$ cat src/rtl/irst_fetch_ctrl.sv
// Fetch PC controller with an in-field RAM self-test sweep.
// Functional mode advances/branches the PC; test mode alternates READ/WRITE sweeps over [irst_lo, irst_hi].
module irst_fetch_ctrl #(
    parameter int PC_WIDTH  = 8,
    parameter int OFF_WIDTH = 6,
    parameter int CNT_WIDTH = 6
) (
    input  logic                 clk,
    input  logic                 rst,
    input  logic                 fetch_en,
    input  logic                 branch_taken,
    input  logic [OFF_WIDTH-1:0] branch_offset,
    input  logic                 irst_start,
    input  logic [PC_WIDTH-2:0]  irst_lo,
    input  logic [PC_WIDTH-2:0]  irst_hi,
    input  logic [CNT_WIDTH-1:0] irst_passes,
    output logic [PC_WIDTH-1:0]  pc,
    output logic                 write_en,
    output logic                 irst_busy,
    output logic                 irst_done,
    output logic [CNT_WIDTH-1:0] pass_cnt,
    output logic [1:0]           state_dbg
);

    localparam int AW = PC_WIDTH - 1;

    typedef enum logic [1:0] {
        ST_FUNC  = 2'd0,
        ST_READ  = 2'd1,
        ST_WRITE = 2'd2,
        ST_DONE  = 2'd3
    } state_t;

    state_t               state_q, state_d;
    logic [PC_WIDTH-1:0]  pc_reg_q, pc_reg_d;
    logic [AW-1:0]        addr_q, addr_d;
    logic [CNT_WIDTH-1:0] pass_cnt_q, pass_cnt_d;

    logic [PC_WIDTH-1:0]  offset_ext;
    logic                 sweep_end;

    assign offset_ext = PC_WIDTH'($signed(branch_offset));
    // An inverted range (lo > hi) lands on lo with addr >= hi, so every advance ends the sweep.
    assign sweep_end  = (addr_q >= irst_hi);

    always_ff @(posedge clk) begin
        if (rst) begin
            state_q    <= ST_FUNC;
            pc_reg_q   <= '0;
            addr_q     <= '0;
            pass_cnt_q <= '0;
        end else begin
            state_q    <= state_d;
            pc_reg_q   <= pc_reg_d;
            addr_q     <= addr_d;
            pass_cnt_q <= pass_cnt_d;
        end
    end

    always_comb begin
        state_d    = state_q;
        pc_reg_d   = pc_reg_q;
        addr_d     = addr_q;
        pass_cnt_d = pass_cnt_q;
        case (state_q)
            ST_FUNC: begin
                if (irst_start) begin
                    state_d    = ST_READ;
                    addr_d     = irst_lo;
                    pass_cnt_d = '0;
                end else if (fetch_en) begin
                    if (branch_taken) pc_reg_d = pc_reg_q + offset_ext;
                    else              pc_reg_d = pc_reg_q + PC_WIDTH'(1);
                end
            end
            ST_READ, ST_WRITE: begin
                // Abort wins over any end-of-sweep decision in the same cycle.
                if (!irst_start) begin
                    state_d  = ST_FUNC;
                    pc_reg_d = '0;
                end else if (fetch_en) begin
                    if (!sweep_end) begin
                        addr_d = addr_q + AW'(1);
                    end else begin
                        addr_d = irst_lo;
                        if (state_q == ST_WRITE) begin
                            state_d = ST_READ;
                        end else if (pass_cnt_q < irst_passes) begin
                            state_d    = ST_WRITE;
                            pass_cnt_d = pass_cnt_q + CNT_WIDTH'(1);
                        end else begin
                            state_d = ST_DONE;
                        end
                    end
                end
            end
            ST_DONE: begin
                if (!irst_start) begin
                    state_d  = ST_FUNC;
                    pc_reg_d = '0;
                end
            end
            default: state_d = ST_FUNC;
        endcase
    end

    always_comb begin
        pc        = pc_reg_q;
        write_en  = 1'b0;
        irst_busy = 1'b0;
        irst_done = 1'b0;
        case (state_q)
            ST_READ: begin
                pc        = {1'b0, addr_q};
                irst_busy = 1'b1;
            end
            ST_WRITE: begin
                pc        = {1'b1, addr_q};
                write_en  = 1'b1;
                irst_busy = 1'b1;
            end
            ST_DONE: begin
                pc        = {1'b0, addr_q};
                irst_done = 1'b1;
            end
            default: pc = pc_reg_q;
        endcase
    end

    assign pass_cnt  = pass_cnt_q;
    assign state_dbg = state_q;

endmodule

$ cat config.mk
export PLATFORM = sky130hd
export DESIGN_NAME = irst_fetch_ctrl
export DESIGN_NICKNAME = d
export VERILOG_FILES = /design/src/rtl/irst_fetch_ctrl.sv
export SDC_FILE = /design/constraint.sdc
export NUM_CORES = 1
export LEC_CHECK = 0
export ABC_AREA = 1
export CAP_MARGIN = 20
export CELL_PAD_IN_SITES_DETAIL_PLACEMENT = 1
export CELL_PAD_IN_SITES_GLOBAL_PLACEMENT = 1
export CORE_UTILIZATION = 35
export DETAILED_ROUTE_END_ITERATION = 10
export PLACE_DENSITY = 0.91
export SLEW_MARGIN = 40
export SYNTH_ARGS = -nofsm -noshare
export SYNTH_HDL_FRONTEND = slang
export SYNTH_SLANG_ARGS = --single-unit
$ cat constraint.sdc
create_clock -name clk -period 2.1 [get_ports clk]
set_input_delay 0.21 -clock clk [delete_from_list [all_inputs] [get_ports clk]]
set_output_delay 0.21 -clock clk [all_outputs]
set_load 0.03 [all_outputs]
==> summary.md, run 1 <==
| Metric | Value |
|---|---|
| Max Clock Freq | 0.499 GHz |
| Max incr delay on CP | 0.36 ns |
| Antenna Nets Post-Route | 0 |
| FF+latch area | 463 µm² |
| Sum of buffers and inverters on the critical path | 4 |
| Cts hold-fix bufs | 0 |
| First-pass GRT wire length | 10.1 mm |
| DRT iter0 DRCs | 80 |
| Fin Setup TNS | 0 ns |
| H-tree Lvls | 1 |
| Power per cell area | 1240 mW/mm² |
| XOR/XNOR share of the synthesized area | 0.407% |
| Largest net degree at the start of global routing | 14 |
| Period utilization | 95.4% |
| Worst Hold Depth | 2 |
| Post-DP HPWL | 5.01 mm |
| Post-synth cell types | 32 |
| Delay-heaviest family, CP | simple AND/OR/NAND/NOR gates |
| Core area | 0.00592 mm² |
| Flop2flop setup slack | 0.1 ns |
| Crit path DAT | 2.17 ns |
| Seq/Total Area, Yosys | 21.4% |
| Antenna violations before repair | 0 |
| Clk pin slew, worst setup/hold paths | 0.09 ns |
| HP Class | reg -> reg |
| DP Worst Slack | -0.105 ns |
| Dpl cell area | 0.00277 mm² |
| Max-Cap Viols | 0 |
| Endpoints failing setup | 0 |
| Port bufs | 49 |
| DRT Pass-1 Iters | 4 |
| Final hold violation count | 0 |
| Seq cells post-synth | 23 |
| CTS tree | done |
| Post-Synthesis Cell Area | 0.00215 mm² |
| Slowest cell on crit path | ha_2 |
| Synth Area in Adders | 15.5% |
| Synth Warn # | 0 |
| Worst path required time | 2.27 ns |
| GRT Total Usage | 19.9% |
| Die H | 80.4 µm |
| Crit-path cells | inv_1 -> buf_4 -> ha_2 -> inv_4 -> nor2_4 -> nand2_2 -> nor2_8 -> nand2_4 -> nand2_4 -> nor2_4 -> buf_4 -> a21oi_1 -> nor2_1 |
| Setup Crit Path Kind | reg -> reg |
| Via-to-Cell Ratio | 4.84 |
| Fraction of the mapped netlist area in simple logic gates | 37.0% |
| Die area | 0.00647 mm² |
| Root Driver | clkbuf_8 |
| Area grow syn2layout | 31.9% |
| Hold Path Sink | pc_reg_q[7] |
| Largest family of logic cells by synthesized area | simple AND/OR/NAND/NOR gates |
| Slew Viols, Final | 0 |
| Synth Area per Inst | 6.39 µm² |
| Final Core Density | 48.0% |
| Number of global-route vias before repair | 2371 |
| Rel. slew slack | 71.3% |
| CP Launch Type | flip-flop |
| CTS sink count | 23 |
| Worst R2R Start | state_dbg[0] |
| HP Start | pc_reg_q[7] |
| Routed wire length | 6.00 mm |
| Period minus WS final | 2.00 ns |
| Clock insertion delay at the later pin of the skew report | 0.27 ns |
| P_leak | 0.00146 µW |
| Avg WL per Cell | 12.7 µm |
| Compound-Gate Fraction of Synth Area | 14.1% |
| Total vias in the final route | 2285 |
| Fill cells | 813 |
| Most frequent cells in the layout | 99 x nand2_1, 49 x inv_1, 40 x clkdlybuf4s50_1 |
| Gate Count Post-Synth | 337 |
| Multi-input gate area | 0.00145 mm² |
| Row cnt | 28 |
| Reg2Reg Depth | 13 |
| Setup crit end kind | flip-flop |
| Portion of netlist area occupied by mux cells | 0% |
| Final GP Congestion | 0.849 |
| I/O Pins | 50 |
| Clock Skew | 0.00286 ns |
| DIE WIDTH | 80.4 µm |
| ANT cells | 0 |
| Fin area | 0.00284 mm² |
| Synthesized Nets | 394 |
| Max FO, Critical Path | 7 |
| Commonest non-fill, non-tap cell in the layout | nand2_1 |
| Initial Utilization | 36.3% |
| Max clock buf depth | 2 |
| DRC viols | 0 |
| Nets@finish | 455 |
| Final setup margin | 0.0969 ns |
| Max IR drop VDD | 0.000464 V |
| Grt ovf | 0 |
| Share of cells above drive strength 1 | 10.6% |
| Inserted Clock Buffers | 3 |
| Slew @ Worst Pin | 0.430 ns |
| Outcome | completed |
| FF-to-FF End | pass_cnt[2] |
worst max path at each step:
stage                       from     endpoint  slack (ns)  depth (start not counted)
floorplan           state_dbg[0]  pass_cnt[2]        0.05                         13
global placement      irst_hi[6]  pass_cnt[0]        0.02                         12
detailed placement    irst_hi[6]  pass_cnt[1]       -0.11                         12
CTS                 state_dbg[0]    addr_q[1]        0.04                         11
global route        state_dbg[0]  pass_cnt[4]       -0.01                         12
finish              state_dbg[0]  pass_cnt[2]         0.1                         13
through the flow:
step / hold WS (ns) / std cells / total power [µW]
2_1_floorplan: 0.384 / 337 / 2480
3_3_place_gp: 0.484 / 465 / 3080
3_5_place_dp: 0.502 / 465 / 3200
4_1_cts: 0.515 / 469 / 3450
5_1_grt: 0.531 / 472 / 3860
6_report: 0.509 / 472 / 3510
power breakdown:
part / switching [µW] / internal, µW / total, µW
combinational: 1460 / 967 / 2430
clock: 153 / 136 / 289
sequential: 200 / 594 / 793
area by class of cell:
type | count | area share (%)
clock buffers | 4 | 1.59
inverters | 52 | 7.05
multi-input cells | 255 | 51.1
flip-flops and latches | 23 | 16.3
well taps | 75 | 3.31
repair buffers | 63 | 20.6
timing repair:
item                                    4_1_cts  5_1_grt
pin swaps                                     0        1
gates resized for setup                       9        5
endpoints found under the setup margin        9       10
setup buffers                                 0        3
layer usage:
metal,global-route usage [%],part of all wire (%),vias up
met5,0,0,-
met4,6.43,1.8,0
met3,1.70,2.2,11
met2,38.6,51,41
met1,22.3,45,1034
li1,-,-,1199
synth_stat cells:
| master | instances | area share (%) |
|---|---|---|
| inv_1 | 49 | 8.5 |
| nor2_8 | 1 | 0.93 |
| inv_4 | 1 | 0.29 |
| dfxtp_1 | 23 | 21 |
| buf_6 | 3 | 1.6 |
| o211ai_2 | 2 | 1.2 |
| nand2_2 | 1 | 0.29 |
| inv_2 | 2 | 0.35 |
| xor2_1 | 1 | 0.41 |
| nand2_1 | 100 | 17 |
| or2_2 | 2 | 0.58 |
| nand3_1 | 31 | 7.2 |
| nor2_1 | 26 | 4.5 |
| nand3_2 | 4 | 1.9 |
| nand3b_1 | 2 | 0.70 |
| o21bai_1 | 2 | 0.70 |
| or2_0 | 1 | 0.29 |
| a21oi_1 | 30 | 7.0 |
| a21oi_2 | 3 | 1.2 |
| fa_1 | 1 | 0.93 |
| nand4_1 | 3 | 0.87 |
| o21ai_1 | 1 | 0.23 |
| clkbuf_1 | 2 | 0.35 |
| nand2_4 | 2 | 1.0 |
| nor3_1 | 1 | 0.23 |
| o21ai_0 | 9 | 2.1 |
| nor2_4 | 2 | 1.0 |
| o211ai_1 | 2 | 0.70 |
| ha_1 | 25 | 15 |
| buf_2 | 2 | 0.47 |
| a21o_1 | 2 | 0.70 |
| o21a_1 | 1 | 0.35 |
worst reg2reg max path: stages (launching register included):
cell	delay (ns)
dfxtp_2	0.35
inv_1	0.08
buf_4	0.15
ha_2	0.36
inv_4	0.06
nor2_4	0.07
nand2_2	0.08
nor2_8	0.12
nand2_4	0.09
nand2_4	0.08
nor2_4	0.05
buf_4	0.16
a21oi_1	0.16
nor2_1	0.08
sequential cells by signal, summed over array words and instances, names as in the netlist:
| signal | cells |
|---|---|
| state_dbg | 2 |
| pass_cnt | 6 |
| addr_q | 7 |
| pc_reg_q | 8 |
logic make-up after synthesis:
logic type | Yosys count
and+or+nand+nor | 176
AOI/OAI and AO/OA | 52
buffers and inverters | 59
xor gates and xnor gates | 1
adders and majority gates | 26
DFF | 23
Power figures use the tool's default switching activity.
==> inputs of run 2 (changes only) <==
--- a/constraint.sdc
+++ b/constraint.sdc
@@ -3,2 +3,2 @@
 set_output_delay 0.21 -clock clk [all_outputs]
-set_load 0.03 [all_outputs]
+set_load 0.1 [all_outputs]
==> run 2 against run 1 <==
  * Design area rose by 2.5%
  * Global-route usage rose by 0.36 points
  * Via count is 2.1% higher
  * Clock-buffer cell count did not move
  * Critical endpoint is now pass_cnt[1]
==> summary.md, run 2 (synthesis results as in run 1) <==
| Metric | Value |
|---|---|
| Outcome | completed |
| Cts hold-fix bufs | 0 |
| Final Non-Filler Cells | 466 |
| CTS tree | done |
| Inserted Clock Buffers | 3 |
| Clk pin slew, worst setup/hold paths | 0.09 ns |
| Number of global-route vias before repair | 2403 |
| Share of cells above drive strength 1 | 16.9% |
| Crit. Startpoint | addr_q[0] |
| Largest net degree at the start of global routing | 14 |
| Reg2Reg Depth | 13 |
| Setup Crit Path Kind | reg -> reg |
| Avg WL per Cell | 13.5 µm |
| Area grow syn2layout | 35.2% |
| Max Clock Freq | 0.514 GHz |
| Routed wire length | 6.28 mm |
| Post-CTS sizing | 0 |
| I/O Pins | 50 |
| Flop2flop setup slack | 0.16 ns |
| Grt ovf | 0 |
| DRC viols | 0 |
| Fill cells | 771 |
| Antenna violations before repair | 0 |
| Antenna Nets Post-Route | 0 |
| Worst Hold Depth | 2 |
| Clock Skew | 0.00381 ns |
| ANT cells | 0 |
| Nets@finish | 449 |
| Clock insertion delay at the later pin of the skew report | 0.27 ns |
| Max FO, Critical Path | 12 |
| Period minus WS final | 1.94 ns |
| # placed instances | 462 |
| Crit-path cells | inv_1 -> ha_1 -> inv_1 -> nand2_1 -> nand2_1 -> nand2_1 -> nand2_1 -> nand2_4 -> nand2_4 -> nor2_4 -> nand3_1 -> nand2_1 -> nor2_1 |
| Postcts setup bufs | 0 |
| Rel. slew slack | 69.2% |
| Post-DP HPWL | 5.19 mm |
| Largest register FFs | 8 |
| Row cnt | 28 |
| Final hold violation count | 0 |
| DIE WIDTH | 80.4 µm |
| Commonest non-fill, non-tap cell in the layout | nand2_1 |
| Most flops, register | pc_reg_q |
| Final setup margin | 0.156 ns |
| DRT Pass-1 Iters | 4 |
| Max incr delay on CP | 0.42 ns |
| CP Launch Type | flip-flop |
| Root Driver | clkbuf_8 |
| Final GP Congestion | 0.864 |
| DRT iter0 DRCs | 91 |
| FF-to-FF End | pass_cnt[1] |
| Top cell by count, worst path | nand2_1 |
| Fin Setup TNS | 0 ns |
| GRT Total Usage | 20.2% |
| Slew Viols, Final | 0 |
| Die area | 0.00647 mm² |
| Most frequent cells in the layout | 93 x nand2_1, 47 x inv_1, 31 x nand3_1 |
| Period utilization | 92.6% |
| Die H | 80.4 µm |
| First-pass GRT wire length | 10.5 mm |
| Total vias in the final route | 2334 |
| DP Worst Slack | -0.120 ns |
| P_leak | 0.00146 µW |
| Port bufs | 49 |
| RSZ-0062 raised after global routing | no |
| Core area | 0.00592 mm² |
| Max IR drop VDD | 0.000833 V |
| H-tree Lvls | 1 |
| HP Class | reg -> reg |
| Crit path DAT | 2.11 ns |
| Max-Cap Viols | 0 |
| Setup crit end kind | flip-flop |
| Slowest cell on crit path | dfxtp_1 |
| Dpl cell area | 0.00286 mm² |
| Worst path required time | 2.27 ns |
| Initial Utilization | 36.3% |
| Endpoints failing setup | 0 |
| Max clock buf depth | 2 |
| Total chip power | 4270 µW |
| Power per cell area | 1470 mW/mm² |
| Via-to-Cell Ratio | 5.01 |
| CTS sink count | 23 |
| Fin area | 0.00291 mm² |
| Slew @ Worst Pin | 0.461 ns |
| Worst setup path end | pass_cnt[1] |
| Worst R2R Start | addr_q[0] |
[run 2: stage by stage]
| stage | hold WS, ns | util [%] |
|---|---|---|
| 3_3_place_gp | 0.483 | 48.4 |
| 5_1_grt | 0.531 | 49.1 |
| 6_report | 0.500 | 49.1 |
| 4_1_cts | 0.499 | 49.1 |
| 3_5_place_dp | 0.487 | 48.4 |
| 2_1_floorplan | 0.382 | - |
[run 2: where the power goes]
part / internal [µW] / switching, µW / total (µW)
logic: 1070 / 2100 / 3170
clock network: 136 / 150 / 286
registers: 600 / 211 / 810
total: 1810 / 2460 / 4270
[run 2: critical path, delay by kind of cell (launching register included)]
family / cells / cell delay (ns)
DFF: 1 / 0.42
and+or+nand+nor: 10 / 1.01
buffers and inverters: 2 / 0.13
adders and majority gates: 1 / 0.28
[run 2: layout make-up]
type / count / area, µm² / area share [%]
Clock buffer: 4 / 45.0 / 1.55
Inverter: 52 / 198 / 6.80
Multi-Input combinational cell: 255 / 1490 / 51.1
Sequential cell: 23 / 470 / 16.2
Tap cell: 75 / 93.8 / 3.23
Timing Repair Buffer: 57 / 616 / 21.2
[run 2: how the worst min path moves through the flow]
stage,startpoint,end,slack (ns)
finish,pc_reg_q[2],pc_reg_q[2],0.50
CTS,pc_reg_q[2],pc_reg_q[2],0.50
floorplan,rst,state_dbg[0],0.38
detailed placement,pc_reg_q[2],pc_reg_q[2],0.49
global route,pc_reg_q[7],pc_reg_q[7],0.53
global placement,pc_reg_q[2],pc_reg_q[2],0.48
[run 2: layer usage]
layer  part of all wire, %  global-route usage [%]  wire [µm]  vias to the layer above
met4                  0.81                    4.29         51                        0
met1                    43                    23.1       2690                     1087
met3                   3.2                    2.27        200                        6
met5                     0                       0          0                        -
met2                    53                    39.5       3330                       49
li1                      -                       -          -                     1192
==> inputs of run 3 (changes only) <==
Settings changed: REMOVE_ABC_BUFFERS set to 1.
==> run 3 against run 2 <==
  * Sequential share of layout area down 0.24 points
  * Clock skew grew 0.0035 ns
  * Cell count increased by 0.86%
  * Hold slack better by 0.0085 ns
  * Non-clock buffer count grew 4
  * Sequential power shrank 4.8%
  * Critical path type is now reg -> out
  * Largest cell class unchanged
  * Highest routed layer unchanged
==> summary.md, run 3 (synthesis results as in run 1) <==
| Metric | Value |
|---|---|
| Period minus WS final | 1.97 ns |
| Core area | 0.00592 mm² |
| P_leak | 0.00148 µW |
| Cts hold-fix bufs | 0 |
| Multi-input gate area | 0.00145 mm² |
| DRC viols | 0 |
| Most frequent cells in the layout | 99 x nand2_1, 49 x inv_1, 31 x nand3_1 |
| Largest net degree at the start of global routing | 14 |
| Rel. slew slack | 66.1% |
| Die H | 80.4 µm |
| Slew @ Worst Pin | 0.508 ns |
| Nets@finish | 453 |
| Share of cells above drive strength 1 | 13.9% |
| HP Start | pc_reg_q[7] |
| Port bufs | 49 |
| Most flops, register | pc_reg_q |
| Antenna violations before repair | 0 |
| FF+latch area | 460 µm² |
| Final hold violation count | 0 |
| Power per cell area | 1460 mW/mm² |
| Commonest non-fill, non-tap cell in the layout | nand2_1 |
| Inserted Clock Buffers | 3 |
| Max-Cap Viols | 0 |
| Crit path DAT | 1.76 ns |
| Avg WL per Cell | 13.2 µm |
| CTS sink count | 23 |
| Clk pin slew, worst setup/hold paths | 0.09 ns |
| Antenna Nets Post-Route | 0 |
| Max Clock Freq | 0.509 GHz |
| GRT Total Usage | 20.2% |
| Slowest cell on crit path | dfxtp_1 |
| RSZ-0062 raised after global routing | yes |
| Total vias in the final route | 2372 |
| Number of global-route vias before repair | 2398 |
| Max clock buf depth | 2 |
| Final GP Congestion | 0.833 |
| DRT Pass-1 Iters | 7 |
| Final Core Density | 48.8% |
| CP Launch Type | flip-flop |
| Fill cells | 795 |
| H-tree Lvls | 1 |
| Crit-path cells | inv_1 -> ha_1 -> inv_1 -> nand2_2 -> nand3_1 -> nand2_1 -> buf_12 |
| Fin Setup TNS | 0 ns |
| Max IR drop VDD | 0.000828 V |
| DIE WIDTH | 80.4 µm |
| Flop2flop setup slack | 0.14 ns |
| Clock insertion delay at the later pin of the skew report | 0.28 ns |
| Crit. Startpoint | state_dbg[0] |
| Top cell by count, worst path | inv_1 |
| Post-CTS sizing | 0 |
| DRT iter0 DRCs | 69 |
| Slew Viols, Final | 0 |
| Max incr delay on CP | 0.37 ns |
| Max FO, Critical Path | 7 |
| Via-to-Cell Ratio | 5.05 |
| Largest register FFs | 8 |
| Clock Skew | 0.00732 ns |
| First-pass GRT wire length | 10.3 mm |
| Setup Crit Path Kind | reg -> out |
| Worst path required time | 1.89 ns |
| Endpoints failing setup | 0 |
| Period utilization | 93.6% |
| I/O Pins | 50 |
| Area grow syn2layout | 34.3% |
| Root Driver | clkbuf_8 |
| Row cnt | 28 |
| Worst R2R Start | state_dbg[0] |
| HP Class | reg -> reg |
| Outcome | completed |
| Setup crit end kind | primary output |
| Die area | 0.00647 mm² |
| Post-DP HPWL | 5.05 mm |
| Routed wire length | 6.18 mm |
| CTS tree | done |
| Postcts setup bufs | 0 |
| ANT cells | 0 |
| Initial Utilization | 36.3% |
| Grt ovf | 0 |
-- run 3: cell count changes in the layout (fill, tap and decap cells not counted), moves of 2 or more --
cell / change
buf_4: +4
dfxtp_1: +4
dfxtp_2: -2
dfxtp_4: -2
ha_1: +2
inv_1: +2
inv_2: -3
nand2_1: +6
nand2_2: -6
-- run 3: cell type report --
type | instances | share of cell area (%)
tap | 75 | 3.25
clock buffer | 4 | 1.56
inverter | 52 | 6.93
multi-input combinational | 255 | 50.0
timing repair buffer | 61 | 22.3
sequential | 23 | 15.9
-- run 3: report_power, final --
part	switching (µW)	total (µW)	internal, µW
Clock	155	291	136
Sequential	181	771	591
Combinational	2100	3160	1060
-- run 3: final timing paths --
path                               endpoint  cells after the start
worst min register to register  pc_reg_q[7]                      2
worst max-delay path                  pc[4]                      7
worst max register to register    addr_q[6]                     10
worst min-delay path            pc_reg_q[7]                      2
-- run 3: metrics by stage --
step | setup WS, ns | hold WS (ns) | area [µm²] | cells | power, µW
floorplan | -2.44 | 0.272 | 2100 | 330 | 2950
global placement | 0.0519 | 0.483 | 2840 | 466 | 3810
detailed placement | -0.0621 | 0.493 | 2840 | 466 | 3930
CTS | 0.0404 | 0.509 | 2890 | 470 | 4240
global route | -0.0226 | 0.533 | 2890 | 470 | 4560
finish | 0.134 | 0.508 | 2890 | 470 | 4220
-- run 3: worst max-delay path, delay by kind of cell (launching register included) --
family	cells	cell delay [ns]
flip-flops	1	0.37
AND/OR/NAND/NOR	3	0.37
adder cells (fa/ha/maj)	1	0.24
buffers and inverters	3	0.50
-- run 3: per-layer routing --
layer / global-route usage [%] / vias up / share of wire, %
li1: - / 1199 / -
met1: 23.7 / 1119 / 44
met2: 38.4 / 47 / 52
met3: 2.39 / 7 / 3.3
met4: 4.29 / 0 / 1.0
met5: 0 / - / 0
